`src/rtl/cmos_cap_pkg.sv`:
```
// Shared types and widths for the OV5640 capture sequencer: FSM encoding,
// counter widths and saturating-increment helpers.
package cmos_cap_pkg;

  typedef enum logic [2:0] {
    IDLE     = 3'd0,
    WAIT_CFG = 3'd1,
    SKIP     = 3'd2,
    WAIT_FS  = 3'd3,
    ACTIVE   = 3'd4
  } cap_state_e;

  localparam int PX_W   = 12;
  localparam int LN_W   = 11;
  localparam int FC_W   = 16;
  localparam int SK_W   = 16;
  localparam int BYTE_W = 8;
  localparam int WORD_W = 16;

  function automatic logic [PX_W-1:0] px_sat_inc(input logic [PX_W-1:0] v);
    return (v == {PX_W{1'b1}}) ? v : v + PX_W'(1);
  endfunction

  function automatic logic [LN_W-1:0] ln_sat_inc(input logic [LN_W-1:0] v);
    return (v == {LN_W{1'b1}}) ? v : v + LN_W'(1);
  endfunction

endpackage

```
`src/rtl/cmos_capture_ctrl_if.sv`:
```
// Camera parallel bus plus the frame-buffer write-FIFO port of the capture
// sequencer. master = sensor/FIFO side, slave = capture controller.
interface cmos_capture_ctrl_if;

  logic                               cmos_vsync;
  logic                               cmos_href;
  logic [cmos_cap_pkg::BYTE_W-1:0]    cmos_db;
  logic                               I_fifo_full;
  logic                               O_wr_en;
  logic [cmos_cap_pkg::WORD_W-1:0]    O_wr_data;

  modport master (
    output cmos_vsync,
    output cmos_href,
    output cmos_db,
    output I_fifo_full,
    input  O_wr_en,
    input  O_wr_data
  );

  modport slave (
    input  cmos_vsync,
    input  cmos_href,
    input  cmos_db,
    input  I_fifo_full,
    output O_wr_en,
    output O_wr_data
  );

endinterface

```
`src/rtl/cmos_byte_pack.sv`:
```
// Camera-bus input register, byte-phase tracking, RGB565 word assembly
// (first byte in [15:8]) and registered-href falling-edge detection.
module cmos_byte_pack
  import cmos_cap_pkg::*;
(
  input  logic              cmos_pclk,
  input  logic              I_rst_n,
  input  logic              pack_en_i,
  input  logic              vsync_i,
  input  logic              href_i,
  input  logic [BYTE_W-1:0] db_i,
  output logic              vsync_o,
  output logic              word_vld_o,
  output logic [WORD_W-1:0] word_o,
  output logic              href_fall_o,
  output logic              odd_byte_o
);

  logic              vsync_q;
  logic              href_q;
  logic              href_dly_q;
  logic [BYTE_W-1:0] db_q;
  logic              phase_q;
  logic              phase_d;
  logic [BYTE_W-1:0] hi_q;
  logic [BYTE_W-1:0] hi_d;

  // Pin register and pack state.
  always_ff @(posedge cmos_pclk or negedge I_rst_n) begin
    if (!I_rst_n) begin
      vsync_q    <= 1'b0;
      href_q     <= 1'b0;
      href_dly_q <= 1'b0;
      db_q       <= {BYTE_W{1'b0}};
      phase_q    <= 1'b0;
      hi_q       <= {BYTE_W{1'b0}};
    end else begin
      vsync_q    <= vsync_i;
      href_q     <= href_i;
      href_dly_q <= href_q;
      db_q       <= db_i;
      phase_q    <= phase_d;
      hi_q       <= hi_d;
    end
  end

  // Phase toggles per registered byte and clears whenever href is low.
  always_comb begin
    phase_d = 1'b0;
    hi_d    = hi_q;
    if (pack_en_i && href_q) begin
      phase_d = ~phase_q;
      if (!phase_q) begin
        hi_d = db_q;
      end else begin
        hi_d = hi_q;
      end
    end else begin
      phase_d = 1'b0;
    end
  end

  assign vsync_o     = vsync_q;
  assign word_vld_o  = pack_en_i & href_q & phase_q;
  assign word_o      = {hi_q, db_q};
  assign href_fall_o = href_dly_q & ~href_q;
  // Still reflects the finished line's byte parity in the href-fall cycle.
  assign odd_byte_o  = phase_q;

endmodule

```
`src/rtl/cmos_capture_ctrl.sv`:
```
// OV5640 capture sequencer: warm-up skip, frame alignment, FIFO write with
// drop tracking, geometry checks and ping-pong buffer select.
// Build option CAP_TEST_PATTERN_EN replaces pixel data with {line[4:0], px[10:0]}.
module cmos_capture_ctrl
  import cmos_cap_pkg::*;
#(
  parameter int H_ACT       = 1280,
  parameter int V_ACT       = 720,
  parameter int SKIP_FRAMES = 10,
  parameter bit VS_POL      = 1'b1
) (
  input  logic             cmos_pclk,
  input  logic             I_rst_n,
  input  logic             I_cfg_done,
  input  logic             I_cap_en,
  cmos_capture_ctrl_if.slave cam_if,
  output logic             O_frame_start,
  output logic             O_frame_done,
  output logic             O_frame_ok,
  output logic             O_fb_idx,
  output logic             O_overflow,
  output logic             O_geom_err,
  output logic             O_busy,
  output logic [FC_W-1:0]  O_frame_cnt
);

  localparam logic [SK_W-1:0] SKIP_LAST = (SKIP_FRAMES > 0) ? SK_W'(SKIP_FRAMES - 1) : {SK_W{1'b0}};

  logic              vsync_r_s;
  logic              word_vld_s;
  logic [WORD_W-1:0] word_s;
  logic              href_fall_s;
  logic              odd_byte_s;
  logic              vs_act_s;
  logic              fs_edge_s;
  logic              fe_edge_s;
  logic              pack_en_s;

  logic              cfg_meta_q;
  logic              cfg_sync_q;
  logic              vs_act_q;
  cap_state_e        state_q,       state_d;
  logic [SK_W-1:0]   skip_cnt_q,    skip_cnt_d;
  logic [PX_W-1:0]   px_cnt_q,      px_cnt_d;
  logic [LN_W-1:0]   line_cnt_q,    line_cnt_d;
  logic              bad_q,         bad_d;
  logic              wr_en_q,       wr_en_d;
  logic [WORD_W-1:0] wr_data_q,     wr_data_d;
  logic              frame_start_q, frame_start_d;
  logic              frame_done_q,  frame_done_d;
  logic              frame_ok_q,    frame_ok_d;
  logic              fb_idx_q,      fb_idx_d;
  logic              overflow_q,    overflow_d;
  logic              geom_err_q,    geom_err_d;
  logic              busy_q,        busy_d;
  logic [FC_W-1:0]   frame_cnt_q,   frame_cnt_d;

  assign pack_en_s = (state_q == ACTIVE);

  cmos_byte_pack u_pack (
    .cmos_pclk   (cmos_pclk),
    .I_rst_n     (I_rst_n),
    .pack_en_i   (pack_en_s),
    .vsync_i     (cam_if.cmos_vsync),
    .href_i      (cam_if.cmos_href),
    .db_i        (cam_if.cmos_db),
    .vsync_o     (vsync_r_s),
    .word_vld_o  (word_vld_s),
    .word_o      (word_s),
    .href_fall_o (href_fall_s),
    .odd_byte_o  (odd_byte_s)
  );

  // vs_act is high during vertical blanking regardless of sensor polarity.
  assign vs_act_s  = ~(vsync_r_s ^ VS_POL);
  assign fs_edge_s = vs_act_q & ~vs_act_s;
  assign fe_edge_s = ~vs_act_q & vs_act_s;

  // State, counters and registered outputs.
  always_ff @(posedge cmos_pclk or negedge I_rst_n) begin
    if (!I_rst_n) begin
      cfg_meta_q    <= 1'b0;
      cfg_sync_q    <= 1'b0;
      vs_act_q      <= 1'b0;
      state_q       <= IDLE;
      skip_cnt_q    <= {SK_W{1'b0}};
      px_cnt_q      <= {PX_W{1'b0}};
      line_cnt_q    <= {LN_W{1'b0}};
      bad_q         <= 1'b0;
      wr_en_q       <= 1'b0;
      wr_data_q     <= {WORD_W{1'b0}};
      frame_start_q <= 1'b0;
      frame_done_q  <= 1'b0;
      frame_ok_q    <= 1'b0;
      fb_idx_q      <= 1'b0;
      overflow_q    <= 1'b0;
      geom_err_q    <= 1'b0;
      busy_q        <= 1'b0;
      frame_cnt_q   <= {FC_W{1'b0}};
    end else begin
      cfg_meta_q    <= I_cfg_done;
      cfg_sync_q    <= cfg_meta_q;
      vs_act_q      <= vs_act_s;
      state_q       <= state_d;
      skip_cnt_q    <= skip_cnt_d;
      px_cnt_q      <= px_cnt_d;
      line_cnt_q    <= line_cnt_d;
      bad_q         <= bad_d;
      wr_en_q       <= wr_en_d;
      wr_data_q     <= wr_data_d;
      frame_start_q <= frame_start_d;
      frame_done_q  <= frame_done_d;
      frame_ok_q    <= frame_ok_d;
      fb_idx_q      <= fb_idx_d;
      overflow_q    <= overflow_d;
      geom_err_q    <= geom_err_d;
      busy_q        <= busy_d;
      frame_cnt_q   <= frame_cnt_d;
    end
  end

  // Next-state, packing/drop handling, line and frame checks.
  always_comb begin
    state_d       = state_q;
    skip_cnt_d    = skip_cnt_q;
    px_cnt_d      = px_cnt_q;
    line_cnt_d    = line_cnt_q;
    bad_d         = bad_q;
    wr_en_d       = 1'b0;
    wr_data_d     = wr_data_q;
    frame_start_d = 1'b0;
    frame_done_d  = 1'b0;
    frame_ok_d    = frame_ok_q;
    fb_idx_d      = fb_idx_q;
    overflow_d    = overflow_q;
    geom_err_d    = geom_err_q;
    frame_cnt_d   = frame_cnt_q;

    // A good frame flips the buffer the cycle after its done pulse.
    if (frame_done_q && frame_ok_q) begin
      fb_idx_d    = ~fb_idx_q;
      frame_cnt_d = frame_cnt_q + FC_W'(1);
    end else begin
      fb_idx_d    = fb_idx_q;
      frame_cnt_d = frame_cnt_q;
    end

    case (state_q)
      IDLE: begin
        if (I_cap_en) begin
          state_d    = WAIT_CFG;
          overflow_d = 1'b0;
          geom_err_d = 1'b0;
        end else begin
          state_d = IDLE;
        end
      end
      WAIT_CFG: begin
        skip_cnt_d = {SK_W{1'b0}};
        if (!I_cap_en) begin
          state_d = IDLE;
        end else if (cfg_sync_q) begin
          state_d = (SKIP_FRAMES == 0) ? WAIT_FS : SKIP;
        end else begin
          state_d = WAIT_CFG;
        end
      end
      SKIP: begin
        if (!I_cap_en) begin
          state_d = IDLE;
        end else if (fe_edge_s) begin
          skip_cnt_d = skip_cnt_q + SK_W'(1);
          if (skip_cnt_q == SKIP_LAST) begin
            state_d = WAIT_FS;
          end else begin
            state_d = SKIP;
          end
        end else begin
          state_d = SKIP;
        end
      end
      WAIT_FS: begin
        if (!I_cap_en) begin
          state_d = IDLE;
        end else if (fs_edge_s) begin
          state_d       = ACTIVE;
          frame_start_d = 1'b1;
          px_cnt_d      = {PX_W{1'b0}};
          line_cnt_d    = {LN_W{1'b0}};
          bad_d         = 1'b0;
        end else begin
          state_d = WAIT_FS;
        end
      end
      ACTIVE: begin
        if (word_vld_s) begin
          px_cnt_d = px_sat_inc(px_cnt_q);
          if (cam_if.I_fifo_full) begin
            overflow_d = 1'b1;
            bad_d      = 1'b1;
          end else begin
            wr_en_d = 1'b1;
`ifdef CAP_TEST_PATTERN_EN
            wr_data_d = {line_cnt_q[4:0], px_cnt_q[10:0]};
`else
            wr_data_d = word_s;
`endif
          end
        end else begin
          wr_en_d = 1'b0;
        end
        // Line check runs before the frame check so a coincident line end counts.
        if (href_fall_s) begin
          if (odd_byte_s || (px_cnt_q != PX_W'(H_ACT))) begin
            geom_err_d = 1'b1;
            bad_d      = 1'b1;
          end else begin
            geom_err_d = geom_err_d;
          end
          line_cnt_d = ln_sat_inc(line_cnt_q);
          px_cnt_d   = {PX_W{1'b0}};
        end else begin
          line_cnt_d = line_cnt_q;
        end
        if (fe_edge_s) begin
          if (line_cnt_d != LN_W'(V_ACT)) begin
            geom_err_d = 1'b1;
            bad_d      = 1'b1;
          end else begin
            bad_d = bad_d;
          end
          frame_done_d = 1'b1;
          frame_ok_d   = ~bad_d;
          state_d      = I_cap_en ? WAIT_FS : IDLE;
        end else begin
          state_d = ACTIVE;
        end
      end
      default: begin
        state_d = IDLE;
      end
    endcase

    busy_d = !((state_d == IDLE) || (state_d == WAIT_CFG));
  end

  assign cam_if.O_wr_en   = wr_en_q;
  assign cam_if.O_wr_data = wr_data_q;
  assign O_frame_start    = frame_start_q;
  assign O_frame_done     = frame_done_q;
  assign O_frame_ok       = frame_ok_q;
  assign O_fb_idx         = fb_idx_q;
  assign O_overflow       = overflow_q;
  assign O_geom_err       = geom_err_q;
  assign O_busy           = busy_q;
  assign O_frame_cnt      = frame_cnt_q;

endmodule

```
`src/flat_wrapper.sv`:
```
// flat-port wrapper written by rule: the top's interface ports become plain ports
module cmos_capture_ctrl_flat import cmos_cap_pkg::*;
#(
  parameter int H_ACT       = 1280,
  parameter int V_ACT       = 720,
  parameter int SKIP_FRAMES = 10,
  parameter bit VS_POL      = 1'b1
)
  (cmos_pclk, I_rst_n, I_cfg_done, I_cap_en, O_frame_start, O_frame_done, O_frame_ok, O_fb_idx, O_overflow, O_geom_err, O_busy, O_frame_cnt, cam_if_cmos_vsync, cam_if_cmos_href, cam_if_cmos_db, cam_if_I_fifo_full, cam_if_O_wr_en, cam_if_O_wr_data);
  cmos_capture_ctrl_if cam_if_i ();
  input  logic cmos_pclk;
  input  logic I_rst_n;
  input  logic I_cfg_done;
  input  logic I_cap_en;
  output logic O_frame_start;
  output logic O_frame_done;
  output logic O_frame_ok;
  output logic O_fb_idx;
  output logic O_overflow;
  output logic O_geom_err;
  output logic O_busy;
  output logic [FC_W-1:0] O_frame_cnt;
  input wire logic [$bits(cam_if_i.cmos_vsync)-1:0] cam_if_cmos_vsync;
  input wire logic [$bits(cam_if_i.cmos_href)-1:0] cam_if_cmos_href;
  input wire logic [$bits(cam_if_i.cmos_db)-1:0] cam_if_cmos_db;
  input wire logic [$bits(cam_if_i.I_fifo_full)-1:0] cam_if_I_fifo_full;
  output wire logic [$bits(cam_if_i.O_wr_en)-1:0] cam_if_O_wr_en;
  output wire logic [$bits(cam_if_i.O_wr_data)-1:0] cam_if_O_wr_data;
  assign cam_if_i.cmos_vsync = cam_if_cmos_vsync;
  assign cam_if_i.cmos_href = cam_if_cmos_href;
  assign cam_if_i.cmos_db = cam_if_cmos_db;
  assign cam_if_i.I_fifo_full = cam_if_I_fifo_full;
  assign cam_if_O_wr_en = cam_if_i.O_wr_en;
  assign cam_if_O_wr_data = cam_if_i.O_wr_data;
  cmos_capture_ctrl #(.H_ACT(H_ACT), .V_ACT(V_ACT), .SKIP_FRAMES(SKIP_FRAMES), .VS_POL(VS_POL)) u_core (.cmos_pclk(cmos_pclk), .I_rst_n(I_rst_n), .I_cfg_done(I_cfg_done), .I_cap_en(I_cap_en), .cam_if(cam_if_i), .O_frame_start(O_frame_start), .O_frame_done(O_frame_done), .O_frame_ok(O_frame_ok), .O_fb_idx(O_fb_idx), .O_overflow(O_overflow), .O_geom_err(O_geom_err), .O_busy(O_busy), .O_frame_cnt(O_frame_cnt));
endmodule
```
`config.mk`:
```
export PLATFORM = sky130hd
export DESIGN_NAME = cmos_capture_ctrl_flat
export DESIGN_NICKNAME = d
export VERILOG_FILES = /design/src/rtl/cmos_cap_pkg.sv /design/src/rtl/cmos_capture_ctrl_if.sv /design/src/rtl/cmos_byte_pack.sv /design/src/rtl/cmos_capture_ctrl.sv /design/src/flat_wrapper.sv
export SDC_FILE = /design/constraint.sdc
export NUM_CORES = 1
export LEC_CHECK = 0
export CAP_MARGIN = 20
export CORE_UTILIZATION = 35
export CTS_CLUSTER_SIZE = 30
export DETAILED_ROUTE_END_ITERATION = 16
export GPL_TIMING_DRIVEN = 1
export PLACE_DENSITY = 0.59
export SYNTH_ARGS = -nofsm -noshare
export SYNTH_HDL_FRONTEND = slang
export SYNTH_SLANG_ARGS = --single-unit
```
`constraint.sdc`:
```
create_clock -name cmos_pclk -period 1.8 [get_ports cmos_pclk]
set_input_delay 0.27 -clock cmos_pclk [delete_from_list [all_inputs] [get_ports cmos_pclk]]
set_output_delay 0.27 -clock cmos_pclk [all_outputs]
set_load 0.03 [all_outputs]
```
==> reports/results.tsv, run 1 <==
metric	value	unit
via-per-instance ratio	5.00	
Core Rows	42	
clk_lat worst skew	0.36	ns
via count	3703	
violated checks	negative setup slack	
reg2reg start	u_core.line_cnt_q[5]$_DFFE_PN0P_	
Hold Fails Final Rpt	0	
Routed Antenna Nets	0	
IO buf count	54	
Clk pin slew, worst setup/hold paths	0.08	ns
Post-synth EDFFs	0	
drt total wl	10900	µm
placed cell area	6030	µm²
Yosys top cell area share	55.4	%
# DRC	0	
Netlist cell types	61	
Lkg Pwr	3.04	nW
fill cell count	1166	
switching power	0.00166	W
design area	6730	µm²
Max clock buf depth	2	
final worst path period need	1.84	ns
RSZ-0062 raised after global routing	yes	
Worst setup SP type	register	
Die H	119	µm
async set-reset flop share out of synthesis	100	%
cells after synthesis	429	
ranking of synthesized cells by area	dfrtp_1 55%, mux2_2 5.9%, xor2_1 4.0%	
fraction of layout cells with a size suffix above 1	29.2	%
GPL Wtd Cong	0.823	
Slew HR	70.5	%
sequential power share	48.0	%
initial antenna violation count	0	
largest area contributor in the netlist	dfrtp_1	
routed len/inst	14.8	µm
outcome	finished, violations left	
Antenna Cells	0	
P per Cell Area	853	nW/µm²
Least-Margin Pin Slew	0.442	ns
dominant synthesized flop cell	dfrtp_1	
Yosys reg bits	106	
Total GRT Usage	16.4	%
TritonCTS Buffers	9	
Clock Power Share	33.9	%
yosys warns	0	
TritonRoute pass-1 iters	4	
Initial Util	36.0	%
largest net degree at the start of global routing	33	
combinational fraction of design power	18.1	%
die footprint	14200	µm²
most frequent cells after synthesis	106 x dfrtp_1, 39 x nor2_1, 28 x nand3_1, 26 x nand2_1, 25 x mux2_2	
root buffer cell	clkbuf_16	
clk sink count	106	
hold path cells	1	
worst reg-to-reg path cell count	6	
setup_tns	-0.0944	ns
Seq/Total Area, Yosys	55.4	%
CP Capture Type	register	
vias in the first global route	3813	
type of the most critical hold path	input port to register	
Internal Pwr Total	0.00408	W
FMAX	544	MHz
kind of critical path	register to register	
Starting DRT DRC Count	109	
max_cap viols	0	
Clock Skew	0.00588	ns
Hold Path Origin	cam_if_cmos_db[7]	
Post-Syn Area	4790	µm²
GRT Residual Overflow	0	
Final nets	581	
Sw Share	28.9	%
chip width	119	µm
I/O Pins	55	
Syn Area/Cell	11.2	µm²
Worst EP arrival	2.09	ns
Setup violations, final	3	
fin crit share	102	%
CP Max Fanout	4	
CP required	2.05	ns
CP Launch Point	u_core.line_cnt_q[5]$_DFFE_PN0P_	
H-tree levels	3	
CTS tree	yes	
Area Overhead vs Synth	40.4	%
first-pass GRT wire length	18400	µm
core area	13300	µm²
peak supply drop	677	µV
Slew Viols, Final	0	
post-route setup slack	-0.0367	ns
most frequent cell after synthesis	dfrtp_1	
syn_nets	450	
Post-DP HPWL	7350	µm
-- through the flow --
stage          power, W  std cells  utilization, %  setup slack, ns  hold WS, ns
6_report        0.00574        741            50.6          -0.0367        0.343
5_1_grt         0.00602        741            50.6           -0.142        0.335
4_1_cts         0.00568        733            48.4         -0.00694        0.329
3_5_place_dp    0.00362        709            45.4           -0.130        0.251
3_3_place_gp    0.00359        709            45.4          -0.0919        0.252
2_1_floorplan   0.00318        429               -          -0.0621      -0.0256
-- repair_timing --
item                                   CTS  global route
setup buffers                            7             8
gates resized for setup                 14            52
gates cloned                             0             1
pin swaps                                9            21
setup endpoints to repair               18            38
hold buffers                             1             0
endpoints found under the hold margin   28             0
-- power groups by stage --
| stage | Clock, W | Sequential, W | Combinational, W |
|---|---|---|---|
| floorplan | 0 | 0.00276 | 0.000422 |
| global placement | 0 | 0.00277 | 0.000820 |
| detailed placement | 0 | 0.00278 | 0.000836 |
| CTS | 0.00202 | 0.00274 | 0.000921 |
| global route | 0.00210 | 0.00279 | 0.00113 |
| finish | 0.00195 | 0.00275 | 0.00104 |
-- worst paths after layout --
kind                                                 endpoint  slack (ns)
setup / recovery                u_core.O_frame_ok$_DFFE_PN0P_       -0.04
hold / removal                u_core.u_pack.db_q[7]$_DFF_PN0_        0.34
setup reg to reg                u_core.O_frame_ok$_DFFE_PN0P_       -0.04
hold reg to reg                   u_core.cfg_sync_q$_DFF_PN0_        0.36
max in group asynchronous    u_core.skip_cnt_q[6]$_DFFE_PN0P_        0.86
min in group asynchronous  u_core.O_frame_cnt[11]$_DFFE_PN0P_        0.40
-- cell usage in the layout, fill, tap and decap left out, types with 11 or more instances in the layout --
master and instances:
dfrtp_1 101, buf_4 69, clkdlybuf4s50_1 50, nor2_1 38, nand3_1 25, nand2_1 25, xor2_1 22, mux2_4 20
o21ai_0 14, nand4_1 13, xnor2_1 13, a21oi_1 12, inv_1 11
-- layout make-up --
class | count | area (µm²) | area share [%]
flip-flops and latches | 106 | 2660 | 39.5
multi-input cells | 298 | 2280 | 33.9
repair buffers | 133 | 1230 | 18.2
clock buffers | 9 | 225 | 3.35
well taps | 176 | 220 | 3.27
clock inverters | 7 | 66.3 | 0.986
inverters | 12 | 45.0 | 0.670
-- worst max-delay path: stages, from the launching register on --
cell	delay, ns
dfrtp_1	0.43
nand4_1	0.16
buf_4	0.18
nor4_2	0.24
mux2i_1	0.26
and4bb_2	0.29
a31o_1	0.17
-- cell families after synthesis --
| group | count (synthesis) | share of synthesized area, % |
|---|---|---|
| DFF | 106 | 55.4 |
| buffers and inverters | 25 | 2.30 |
| muxes | 28 | 6.53 |
| xor gates and xnor gates | 35 | 6.40 |
| and+or+nand+nor | 167 | 19.3 |
| AOI/OAI and AO/OA | 62 | 8.49 |
| adders and majority gates | 6 | 1.57 |
-- flip-flops by register name (all words and copies together) (netlist names), 3 cells and up --
register and cells:
u_core.O_frame_cnt 16, u_core.u_pack.db_q 8, u_core.cam_if.O_wr_data 16, u_core.state_q 3, u_core.skip_cnt_q 16, u_core.line_cnt_q 11
u_core.px_cnt_q 12, u_core.u_pack.hi_q 8
-- per-layer routing --
metal	vias up	global-route usage [%]	wire, µm
met4	0	4.91	162
met2	86	25.9	5140
met5	-	0	0
li1	1785	-	-
met1	1822	21.3	5110
met3	10	5.22	521
(Power assumes the default switching activity.)
==> run 2, diff against run 1 <==
--- a/config.mk
+++ b/config.mk
@@ -6,11 +6,12 @@
 export NUM_CORES = 1
 export LEC_CHECK = 0
 export CAP_MARGIN = 20
-export CORE_UTILIZATION = 35
+export CORE_UTILIZATION = 30
 export CTS_CLUSTER_SIZE = 30
 export DETAILED_ROUTE_END_ITERATION = 16
 export GPL_TIMING_DRIVEN = 1
-export PLACE_DENSITY = 0.59
+export PLACE_DENSITY = 0.53
+export SLEW_MARGIN = 20
 export SYNTH_ARGS = -nofsm -noshare
 export SYNTH_HDL_FRONTEND = slang
 export SYNTH_SLANG_ARGS = --single-unit
==> reports/results.tsv, run 2 (same netlist as run 1, synthesis figures left out) <==
metric	value	unit
first-pass GRT wire length	18000	µm
CP required	2.04	ns
TritonCTS Buffers	9	
Initial Util	31.2	%
Clock Power Share	35.2	%
IO buf count	54	
clk_lat worst skew	0.36	ns
Antenna Cells	0	
violated checks	negative setup slack	
Slew HR	64.9	%
largest net degree at the start of global routing	42	
fraction of layout cells with a size suffix above 1	29.2	%
GRT Residual Overflow	0	
P per Cell Area	850	nW/µm²
root buffer cell	clkbuf_16	
Lkg Pwr	3.03	nW
initial antenna violation count	0	
I/O Pins	55	
TritonRoute pass-1 iters	4	
design area	6700	µm²
drt total wl	10700	µm
kind of critical path	register to register	
H-tree levels	3	
placed cell area	6120	µm²
delay-heaviest family, CP	simple AND/OR/NAND/NOR gates	
Stages on worst setup path	5	
CP max-delay cell	or4_4	
Place WS	-0.222	ns
final worst path period need	1.86	ns
hold path cells	1	
Area Overhead vs Synth	39.9	%
peak supply drop	459	µV
Hold Fails Final Rpt	0	
Die H	128	µm
Sw Share	28.9	%
sequential power share	47.9	%
fill cell count	1429	
Worst EP arrival	2.09	ns
RSZ-0062 raised after global routing	yes	
Starting DRT DRC Count	177	
post-route setup slack	-0.0553	ns
Total GRT Usage	14.1	%
Core Rows	45	
outcome	finished, violations left	
GPL Wtd Cong	0.792	
max_cap viols	0	
via count	3695	
Setup violations, final	4	
Worst setup SP type	register	
type of the most critical hold path	input port to register	
switching power	0.00165	W
via-per-instance ratio	4.76	
combinational fraction of design power	16.8	%
commonest non-fill, non-tap cell in the layout	dfrtp_1	
Routed Antenna Nets	0	
Crit path largest cell delay	0.53	ns
Final nets	582	
Post-DP HPWL	7490	µm
CTS tree	yes	
Worst Path Buf+Inv	0	
routed len/inst	13.8	µm
Least-Margin Pin Slew	0.527	ns
fin crit share	103	%
Multi-input gate area	2210	µm²
chip width	128	µm
worst reg-to-reg path cell count	5	
die footprint	16500	µm²
Internal Pwr Total	0.00405	W
most frequent cells in the layout	104 x dfrtp_1, 71 x buf_4, 49 x clkdlybuf4s50_1	
# DRC	0	
total power	0.00570	W
FMAX	539	MHz
vias in the first global route	3674	
Clk pin slew, worst setup/hold paths	0.08	ns
cells along the critical path	or4_4 -> a211oi_2 -> o2111a_1 -> and4bb_2 -> o22ai_1	
sequential cell area	2660	µm²
CP Capture Type	register	
CP Max Fanout	4	
clk sink count	106	
Clock Skew	0.00565	ns
Slew Viols, Final	0	
core area	15400	µm²
Max clock buf depth	2	
-- run 2: cell count changes in the layout (fill, tap and decap cells not counted), sizes merged --
cell / before / now
clkinv: 2 / 5
inv: 17 / 14
buf: 78 / 80
clkbuf: 10 / 9
clkdlybuf4s50: 50 / 49
dlymetal6s2s: 3 / 4
-- run 2: cell type report --
cell class                 instances  share of cell area (%)
multi-input combinational        298                    32.9
timing repair buffer             134                    18.2
inverter                          12                   0.672
clock inverter                     7                    1.29
sequential                       106                    39.6
tap                              211                    3.94
clock buffer                       9                    3.36
-- run 2: path summary, 6_finish.rpt --
kind / to / slack (ns) / start
min: u_core.cfg_meta_q$_DFF_PN0_ / 0.34 / I_cfg_done
max: u_core.bad_q$_DFFE_PN0P_ / -0.06 / u_core.line_cnt_q[1]$_DFFE_PN0P_
max in group asynchronous: u_core.O_frame_cnt[2]$_DFFE_PN0P_ / 0.77 / I_rst_n
min reg2reg: u_core.cfg_sync_q$_DFF_PN0_ / 0.36 / u_core.cfg_meta_q$_DFF_PN0_
max reg2reg: u_core.bad_q$_DFFE_PN0P_ / -0.06 / u_core.line_cnt_q[1]$_DFFE_PN0P_
min in group asynchronous: u_core.px_cnt_q[8]$_DFFE_PN0P_ / 0.42 / I_rst_n
-- run 2: power by group through the flow --
stage	clock network, W	logic [W]	registers [W]
finish	0.00201	0.000959	0.00273
floorplan	0	0.000422	0.00276
CTS	0.00209	0.000933	0.00272
global placement	0	0.000875	0.00276
detailed placement	0	0.000898	0.00276
global route	0.00220	0.00107	0.00276
-- run 2: metrics by stage --
step	cells	hold WS, ns	setup TNS (ns)	util [%]
after detailed placement	750	0.285	-3.83	39.8
final	777	0.342	-0.127	43.6
after CTS	773	0.329	-0.110	42.5
after floorplan	429	-0.0256	-0.562	-
after global placement	750	0.284	-2.99	39.8
after global routing	777	0.327	-0.768	43.6
-- run 2: per-layer routing --
metal  global-route usage [%]  up-vias  wire (µm)
met3                     3.95       10        473
met4                     5.61        0        172
met2                     22.2       69       5060
li1                         -     1795          -
met5                        0        -          0
met1                     18.4     1821       5030
-- run 2: what timing repair did --
| action | in CTS | in global routing |
|---|---|---|
| resized for setup | 13 | 36 |
| pin swaps | 17 | 12 |
| setup endpoints to repair | 10 | 40 |
| setup buffers | 6 | 4 |
| endpoints found under the hold margin | 37 | 0 |
| hold buffers | 1 | 0 |
==> run 3, diff against run 2 <==
--- a/config.mk
+++ b/config.mk
@@ -7,6 +7,7 @@
 export LEC_CHECK = 0
 export CAP_MARGIN = 20
 export CORE_UTILIZATION = 30
+export CTS_CLUSTER_DIAMETER = 100
 export CTS_CLUSTER_SIZE = 30
 export DETAILED_ROUTE_END_ITERATION = 16
 export GPL_TIMING_DRIVEN = 1
==> results of run 3 <==
No change in the layout: final DEF, timing and power equal those of run 2.
